## config.mk

```make
export PLATFORM = sky130hd
export DESIGN_NAME = xctrl2
export DESIGN_NICKNAME = d
export VERILOG_FILES = /design/src/rtl/xctrl2.sv
export SDC_FILE = /design/constraint.sdc
export NUM_CORES = 1
export LEC_CHECK = 0
export BUFFER_PORTS_ARGS = -buffer_cell sky130_fd_sc_hd__buf_2
export CAP_MARGIN = 25
export CELL_PAD_IN_SITES_DETAIL_PLACEMENT = 0
export CELL_PAD_IN_SITES_GLOBAL_PLACEMENT = 2
export CORE_MARGIN = 1.5
export CORE_UTILIZATION = 41
export CTS_CLUSTER_SIZE = 20
export DETAILED_ROUTE_END_ITERATION = 12
export GPL_TIMING_DRIVEN = 1
export PLACE_DENSITY_LB_ADDON = 0.1
export SYNTH_ARGS = -nofsm -noshare
export SYNTH_HDL_FRONTEND = slang
export SYNTH_SLANG_ARGS = --single-unit
```

## constraint.sdc

```tcl
create_clock -name clk -period 20.5 [get_ports clk]
set_input_delay 4.1 -clock clk [delete_from_list [all_inputs] [get_ports clk]]
set_output_delay 4.1 -clock clk [all_outputs]
set_load 0.02 [all_outputs]
```

## src/rtl/xctrl2.sv

```systemverilog
// xctrl2: single-issue accumulator controller with a call/return stack and a
// stallable external data port; one instruction retires per non-stalled cycle.
module xctrl2 #(
    parameter int DATA_W      = 32,
    parameter int ADDR_W      = 12,
    parameter int PROG_ADDR_W = 10,
    parameter int IMM_W       = 16,
    parameter int PROG_ROM    = 0,
    parameter int RB_ADDR     = 1,
    parameter int RC_ADDR     = 2,
    parameter int STACK_DEPTH = 8
) (
    input  logic                   clk,
    input  logic                   rst,
    output logic [PROG_ADDR_W-1:0] pc,
    input  logic [IMM_W+3:0]       instruction,
    output logic                   data_sel,
    output logic                   data_we,
    output logic [ADDR_W-1:0]      data_addr,
    input  logic [DATA_W-1:0]      data_to_rd,
    output logic [DATA_W-1:0]      data_to_wr,
    input  logic                   data_ready
);

    typedef enum logic [3:0] {
        OP_ADDI  = 4'h0, OP_ADD   = 4'h1, OP_SUB   = 4'h2, OP_SHFT  = 4'h3,
        OP_AND   = 4'h4, OP_XOR   = 4'h5, OP_LDI   = 4'h6, OP_LDIH  = 4'h7,
        OP_RDW   = 4'h8, OP_WRW   = 4'h9, OP_RDWB  = 4'hA, OP_WRWB  = 4'hB,
        OP_BEQI  = 4'hC, OP_BNEQI = 4'hD, OP_CALL  = 4'hE, OP_RET   = 4'hF
    } op_e;

    localparam int                     SP_W    = (STACK_DEPTH > 1) ? $clog2(STACK_DEPTH) : 1;
    localparam logic [SP_W:0]          SP_FULL = (SP_W+1)'(STACK_DEPTH);
    localparam logic [SP_W:0]          SP_ONE  = (SP_W+1)'(1);
    localparam logic [ADDR_W-1:0]      RB_A    = ADDR_W'(RB_ADDR);
    localparam logic [ADDR_W-1:0]      RC_A    = ADDR_W'(RC_ADDR);
    localparam logic [PROG_ADDR_W-1:0] PC_RST  = PROG_ADDR_W'(PROG_ROM);
    localparam logic [PROG_ADDR_W-1:0] PC_ONE  = PROG_ADDR_W'(1);

    logic [PROG_ADDR_W-1:0] r_pc;
    logic [DATA_W-1:0]      r_a;
    logic [DATA_W-1:0]      r_b;
    logic                   r_carry;
    logic                   r_ovf;
    logic                   r_neg;
    logic                   r_serr;
    logic [SP_W:0]          r_sp;
    logic [PROG_ADDR_W-1:0] r_stack [STACK_DEPTH];

    op_e                    w_op;
    logic [IMM_W-1:0]       w_imm;
    logic [DATA_W-1:0]      w_imm_ext;
    logic                   w_is_mem;
    logic [ADDR_W-1:0]      w_eff;
    logic                   w_int_b;
    logic                   w_int_c;
    logic                   w_stall;
    logic [DATA_W-1:0]      w_flags;
    logic [DATA_W-1:0]      w_operand;
    logic [DATA_W-1:0]      w_addend;
    logic [DATA_W:0]        w_sum;
    logic [DATA_W:0]        w_diff;
    logic                   w_add_ovf;
    logic                   w_sub_ovf;
    logic [DATA_W-1:0]      w_ldih;
    logic [PROG_ADDR_W-1:0] w_pc_inc;
    logic [PROG_ADDR_W-1:0] w_pc_rel;
    logic [SP_W-1:0]        w_top;

    assign w_op      = op_e'(instruction[IMM_W+3:IMM_W]);
    assign w_imm     = instruction[IMM_W-1:0];
    assign w_imm_ext = DATA_W'($signed(w_imm));

    assign w_is_mem = (w_op == OP_ADD)  || (w_op == OP_SUB)  || (w_op == OP_AND)  ||
                      (w_op == OP_XOR)  || (w_op == OP_RDW)  || (w_op == OP_WRW)  ||
                      (w_op == OP_RDWB) || (w_op == OP_WRWB);
    assign w_eff    = ((w_op == OP_RDWB) || (w_op == OP_WRWB))
                    ? r_b[ADDR_W-1:0] + w_imm[ADDR_W-1:0]
                    : w_imm[ADDR_W-1:0];
    assign w_int_b  = (w_eff == RB_A);
    assign w_int_c  = (w_eff == RC_A);

    // Request/ready handshake: data_sel (with data_we/data_addr) is raised
    // combinationally from the current instruction and held unchanged while
    // data_ready is low; the access completes and the instruction retires in
    // the first cycle where data_sel and data_ready are both high.
    assign data_sel   = w_is_mem && !w_int_b && !w_int_c;
    assign data_we    = data_sel && ((w_op == OP_WRW) || (w_op == OP_WRWB));
    assign data_addr  = w_eff;
    assign data_to_wr = r_a;
    assign pc         = r_pc;
    assign w_stall    = data_sel && !data_ready;

    always_comb begin
        w_flags           = '0;
        w_flags[0]        = r_carry;
        w_flags[1]        = r_serr;
        w_flags[DATA_W-2] = r_ovf;
        w_flags[DATA_W-1] = r_neg;
    end

    assign w_operand = w_int_b ? r_b : (w_int_c ? w_flags : data_to_rd);
    assign w_addend  = (w_op == OP_ADDI) ? w_imm_ext : w_operand;
    assign w_sum     = {1'b0, r_a} + {1'b0, w_addend};
    assign w_diff    = {1'b0, r_a} - {1'b0, w_operand};
    assign w_add_ovf = (r_a[DATA_W-1] == w_addend[DATA_W-1]) && (w_sum[DATA_W-1] != r_a[DATA_W-1]);
    assign w_sub_ovf = (r_a[DATA_W-1] != w_operand[DATA_W-1]) && (w_diff[DATA_W-1] != r_a[DATA_W-1]);

    generate
        if (DATA_W > IMM_W) begin : g_ldih
            assign w_ldih = {w_imm_ext[DATA_W-IMM_W-1:0], r_a[IMM_W-1:0]};
        end else begin : g_ldih_nop
            assign w_ldih = r_a;
        end
    endgenerate

    assign w_pc_inc = r_pc + PC_ONE;
    assign w_pc_rel = r_pc + w_imm_ext[PROG_ADDR_W-1:0];
    assign w_top    = r_sp[SP_W-1:0] - SP_W'(1);

    always_ff @(posedge clk) begin
        if (rst) begin
            r_pc    <= PC_RST;
            r_a     <= '0;
            r_b     <= '0;
            r_carry <= 1'b0;
            r_ovf   <= 1'b0;
            r_neg   <= 1'b0;
            r_serr  <= 1'b0;
            r_sp    <= '0;
        end else if (!w_stall) begin
            r_pc <= w_pc_inc;
            case (w_op)
                OP_ADDI, OP_ADD: begin
                    r_a     <= w_sum[DATA_W-1:0];
                    r_carry <= w_sum[DATA_W];
                    r_neg   <= w_sum[DATA_W-1];
                    r_ovf   <= w_add_ovf;
                end
                OP_SUB: begin
                    r_a     <= w_diff[DATA_W-1:0];
                    r_carry <= w_diff[DATA_W];
                    r_neg   <= w_diff[DATA_W-1];
                    r_ovf   <= w_sub_ovf;
                end
                OP_SHFT: begin
                    if (w_imm[IMM_W-1]) begin
                        r_a     <= {r_a[DATA_W-2:0], 1'b0};
                        r_carry <= r_a[DATA_W-1];
                    end else begin
                        r_a     <= {1'b0, r_a[DATA_W-1:1]};
                        r_carry <= r_a[0];
                    end
                end
                OP_AND:           r_a <= r_a & w_operand;
                OP_XOR:           r_a <= r_a ^ w_operand;
                OP_LDI:           r_a <= w_imm_ext;
                OP_LDIH:          r_a <= w_ldih;
                OP_RDW, OP_RDWB:  r_a <= w_operand;
                OP_WRW, OP_WRWB: begin
                    if (w_int_b) begin
                        r_b <= r_a;
                    end
                end
                OP_BEQI, OP_BNEQI: begin
                    r_a <= r_a - DATA_W'(1);
                    if ((r_a == '0) == (w_op == OP_BEQI)) begin
                        r_pc <= w_pc_rel;
                    end
                end
                OP_CALL: begin
                    if (r_sp == SP_FULL) begin
                        r_serr <= 1'b1;
                    end else begin
                        r_stack[r_sp[SP_W-1:0]] <= w_pc_inc;
                        r_sp                    <= r_sp + SP_ONE;
                        r_pc                    <= w_pc_rel;
                    end
                end
                OP_RET: begin
                    if (r_sp == '0) begin
                        r_serr <= 1'b1;
                    end else begin
                        r_pc <= r_stack[w_top];
                        r_sp <= r_sp - SP_ONE;
                    end
                end
            endcase
        end
    end

endmodule

```

==> flow_summary.ini <==
[worst_setup_path]
r2r_slack_ps = 12550
r2r-start = r_b[0]
critPathMaxFanout = 6
crit_top_cell = buf_2
path_cells = buf_2 -> ha_1 -> inv_1 -> fa_1 -> nor2b_1 -> o2111a_1 -> or3_1 -> o31ai_2 -> xor2_1 -> a41oi_2 -> nor4_1 -> nor2_1 -> buf_2
slowest_stage = nor4_1
end_kind = output port
worstSetupPathType = in2out
crit_family = simple AND/OR/NAND/NOR gates
critPathRequiredTime_ps = 16400
max_stage_delay_ps = 950
worst_ep_arrival_time_ps = 7710
ff2ff_path_depth = 25
cp-start-kind = input pin
cp_num_buf_inv = 3
rr_endpoint = r_ovf

[finish]
finalNetCount = 2034
drive_above_1_share = 0.1252
final_cell_mix = 194 x nand2_1, 181 x a21oi_1, 159 x nor2_1, 134 x ha_1, 109 x buf_2
synthToLayoutAreaGrowth_pct = 10.45
final_area_um2 = 16370
num_antenna_cells = 0
final_common_cell = nand2_1

[clocking]
ctsResizeCount = 0
clk_latency_ps = 470
htreeDepth = 4
numCtsBuffers = 17
post_cts_buffers = 0
root_buffer = clkbuf_16
clkSinkCount = 162
clk_pin_slew_ps = 70
clockBufferDepth = 2
cts_tree = built
cts_hold_buf = 0

[detailed_routing]
drt_pass1_iterations = 5
drtIter0Drc = 1111
avgViaCountPerCell = 6.187
drt-total-wl_um = 57760
ant_nets = 0
route.detailed.drc = 0
vias = 14320
wl_per_cell_um = 24.96

[power_and_ir_drop]
p_per_area_nw_per_um2 = 70.70
intPower_uw = 681.8
power.leakage_nw = 6.494
switchingPower_uw = 475.3
p_seq_frac = 0.340
vdd.ir_drop.worst_uv = 64.89
combPwrFrac = 0.371
clkPwrFrac = 0.289
finalPower_mw = 1.157
swShare = 0.4108

[place]
place_congestion = 0.9052
hpwl_um = 40910
dpl_worst_slack_ps = 8771
dpl_cell_area_um2 = 15740
port_buffers = 110

[grt]
grt_pass1_wl_um = 85960
grt_pass1_vias = 13590
grt_max_degree = 51
antenna_found_initial = 1
grt_usage = 0.3104
overflow = 0

[die]
io_pins = 111
row_count = 69
core_um2 = 35570
die_w_um = 193.1
die-height_um = 193.1
start_util = 0.4166
dieArea_um2 = 37290

[logic_synthesis]
syn_area_um2 = 14820
synth_seq_cells = 162
yosysTopAreaCell = edfxtp_1
synth_edf_count = 80
ys_async_sr_fraction = 0
synth_area_leaders = edfxtp_1 16%, ha_1 11%, dfxtp_1 11%, a21oi_1 6.1%, nand2_1 4.9%
yosysWarnings = 0
synth.avg_cell_area_um2 = 8.278
synth_nets = 1984
ys_seq_area_frac = 0.2729
netlist_instances = 1790
synth_ff_type = dfxtp_1
netlist.area_leader.share = 0.1621
ys_types = 82

[worst_hold_path]
hp-class = reg2reg
min_from = r_b[17]
min_delay_path_depth = 2
holdPathEnd = r_b[17]

[sta]
whs_ps = 453.7
slew_headroom = 0.2963
hold_violations = 0
clock_skew_ps = 21.41
fmax_mhz = 84.65
setup_slack_ps = 8687
final.min_clock_period_ps = 11810
setup_viol = 0
slew_viol_final = 0
min_period_over_period = 0.5763
tightest_slew_ps = 1052
tns_ps = 0
rsz0062_at_grt = false

[status]
run_status = finished clean

[run]
drv_cap = 0
==> power by group through the flow <==
stage | Combinational (mW) | Sequential, mW | Clock (mW)
final | 0.429 | 0.393 | 0.335
after global routing | 0.469 | 0.396 | 0.353
after CTS | 0.424 | 0.392 | 0.340
after detailed placement | 0.421 | 0.400 | 0
after global placement | 0.422 | 0.400 | 0
after floorplan | 0.299 | 0.393 | 0
==> flip-flops by register name, indices dropped and copies added, names as in the netlist <==
| name | cells |
|---|---|
| r_stack | 80 |
| r_neg | 1 |
| r_serr | 1 |
| r_ovf | 1 |
| r_carry | 1 |
| pc | 10 |
| data_to_wr | 32 |
| r_sp | 4 |
| r_b | 32 |
==> Yosys cell counts (7+ instances only) <==
master and n:
a211oi_1 41, a21o_1 16, a21oi_1 182, a221o_1 11, a221oi_1 42, a22o_1 9
a22oi_1 27, a311oi_1 11, a31oi_1 10, and3_1 10, buf_2 9, clkbuf_1 93
dfxtp_1 82, edfxtp_1 80, ha_1 134, inv_1 88, mux2i_1 37, mux4_2 20
nand2_1 194, nand2b_1 17, nand3_1 18, nor2_1 159, nor2b_1 20, nor3_1 41
nor4_1 18, o211ai_1 15, o21a_1 12, o21ai_0 95, o21bai_1 20, o221ai_1 19
o22ai_1 13, o31ai_1 14, or2_2 7, xnor2_1 66, xor2_1 39
==> worst max path at each step <==
stage | start | endpoint | slack (ps) | depth (start not counted)
after floorplan | instruction[0] | data_we | 9260 | 14
after global placement | instruction[0] | data_sel | 8830 | 13
after detailed placement | instruction[0] | data_sel | 8770 | 13
after CTS | instruction[0] | data_sel | 8760 | 13
after global routing | instruction[0] | data_sel | 8470 | 13
final | instruction[0] | data_sel | 8690 | 13
==> worst min-delay path, stage by stage (launching register included) <==
cell and delay (ps):
dfxtp_1 310, nand2_1 50, a21oi_1 50
==> logic make-up (layout without fill, tap and decap cells) <==
group | after synthesis | count (layout) | synth area share
AOI/OAI and AO/OA | 594 | 594 | 0.2698
and+or+nand+nor | 523 | 523 | 0.1596
buffers and inverters | 203 | 266 | 0.05472
DFF | 162 | 162 | 0.2729
adders and majority gates | 139 | 139 | 0.1199
xor gates and xnor gates | 106 | 106 | 0.06316
muxes | 63 | 63 | 0.05995
==> final cells by class <==
cell class	count	area, um2
Clock inverter	15	152.6
Clock buffer	17	425.4
Timing Repair Buffer	143	839.6
Fill cell	3622	19200
Multi-Input combinational cell	1425	9986
Sequential cell	162	4044
Tap cell	461	576.8
Inverter	91	341.6
==> routing by layer <==
layer,up-vias,share of wire,track usage
li1,6753,-,-
met1,6993,0.45,0.4193
met2,468,0.47,0.5128
met3,101,0.048,0.03167
met4,2,0.032,0.1130
met5,-,0.00023,0
==> stage by stage <==
stage | std cells | utilization
6_report | 2314 | 0.4601
5_1_grt | 2314 | 0.4601
4_1_cts | 2309 | 0.4588
3_5_place_dp | 2277 | 0.4426
3_3_place_gp | 2274 | 0.4411
2_1_floorplan | 1790 | -
Power figures use the tool's default switching activity.
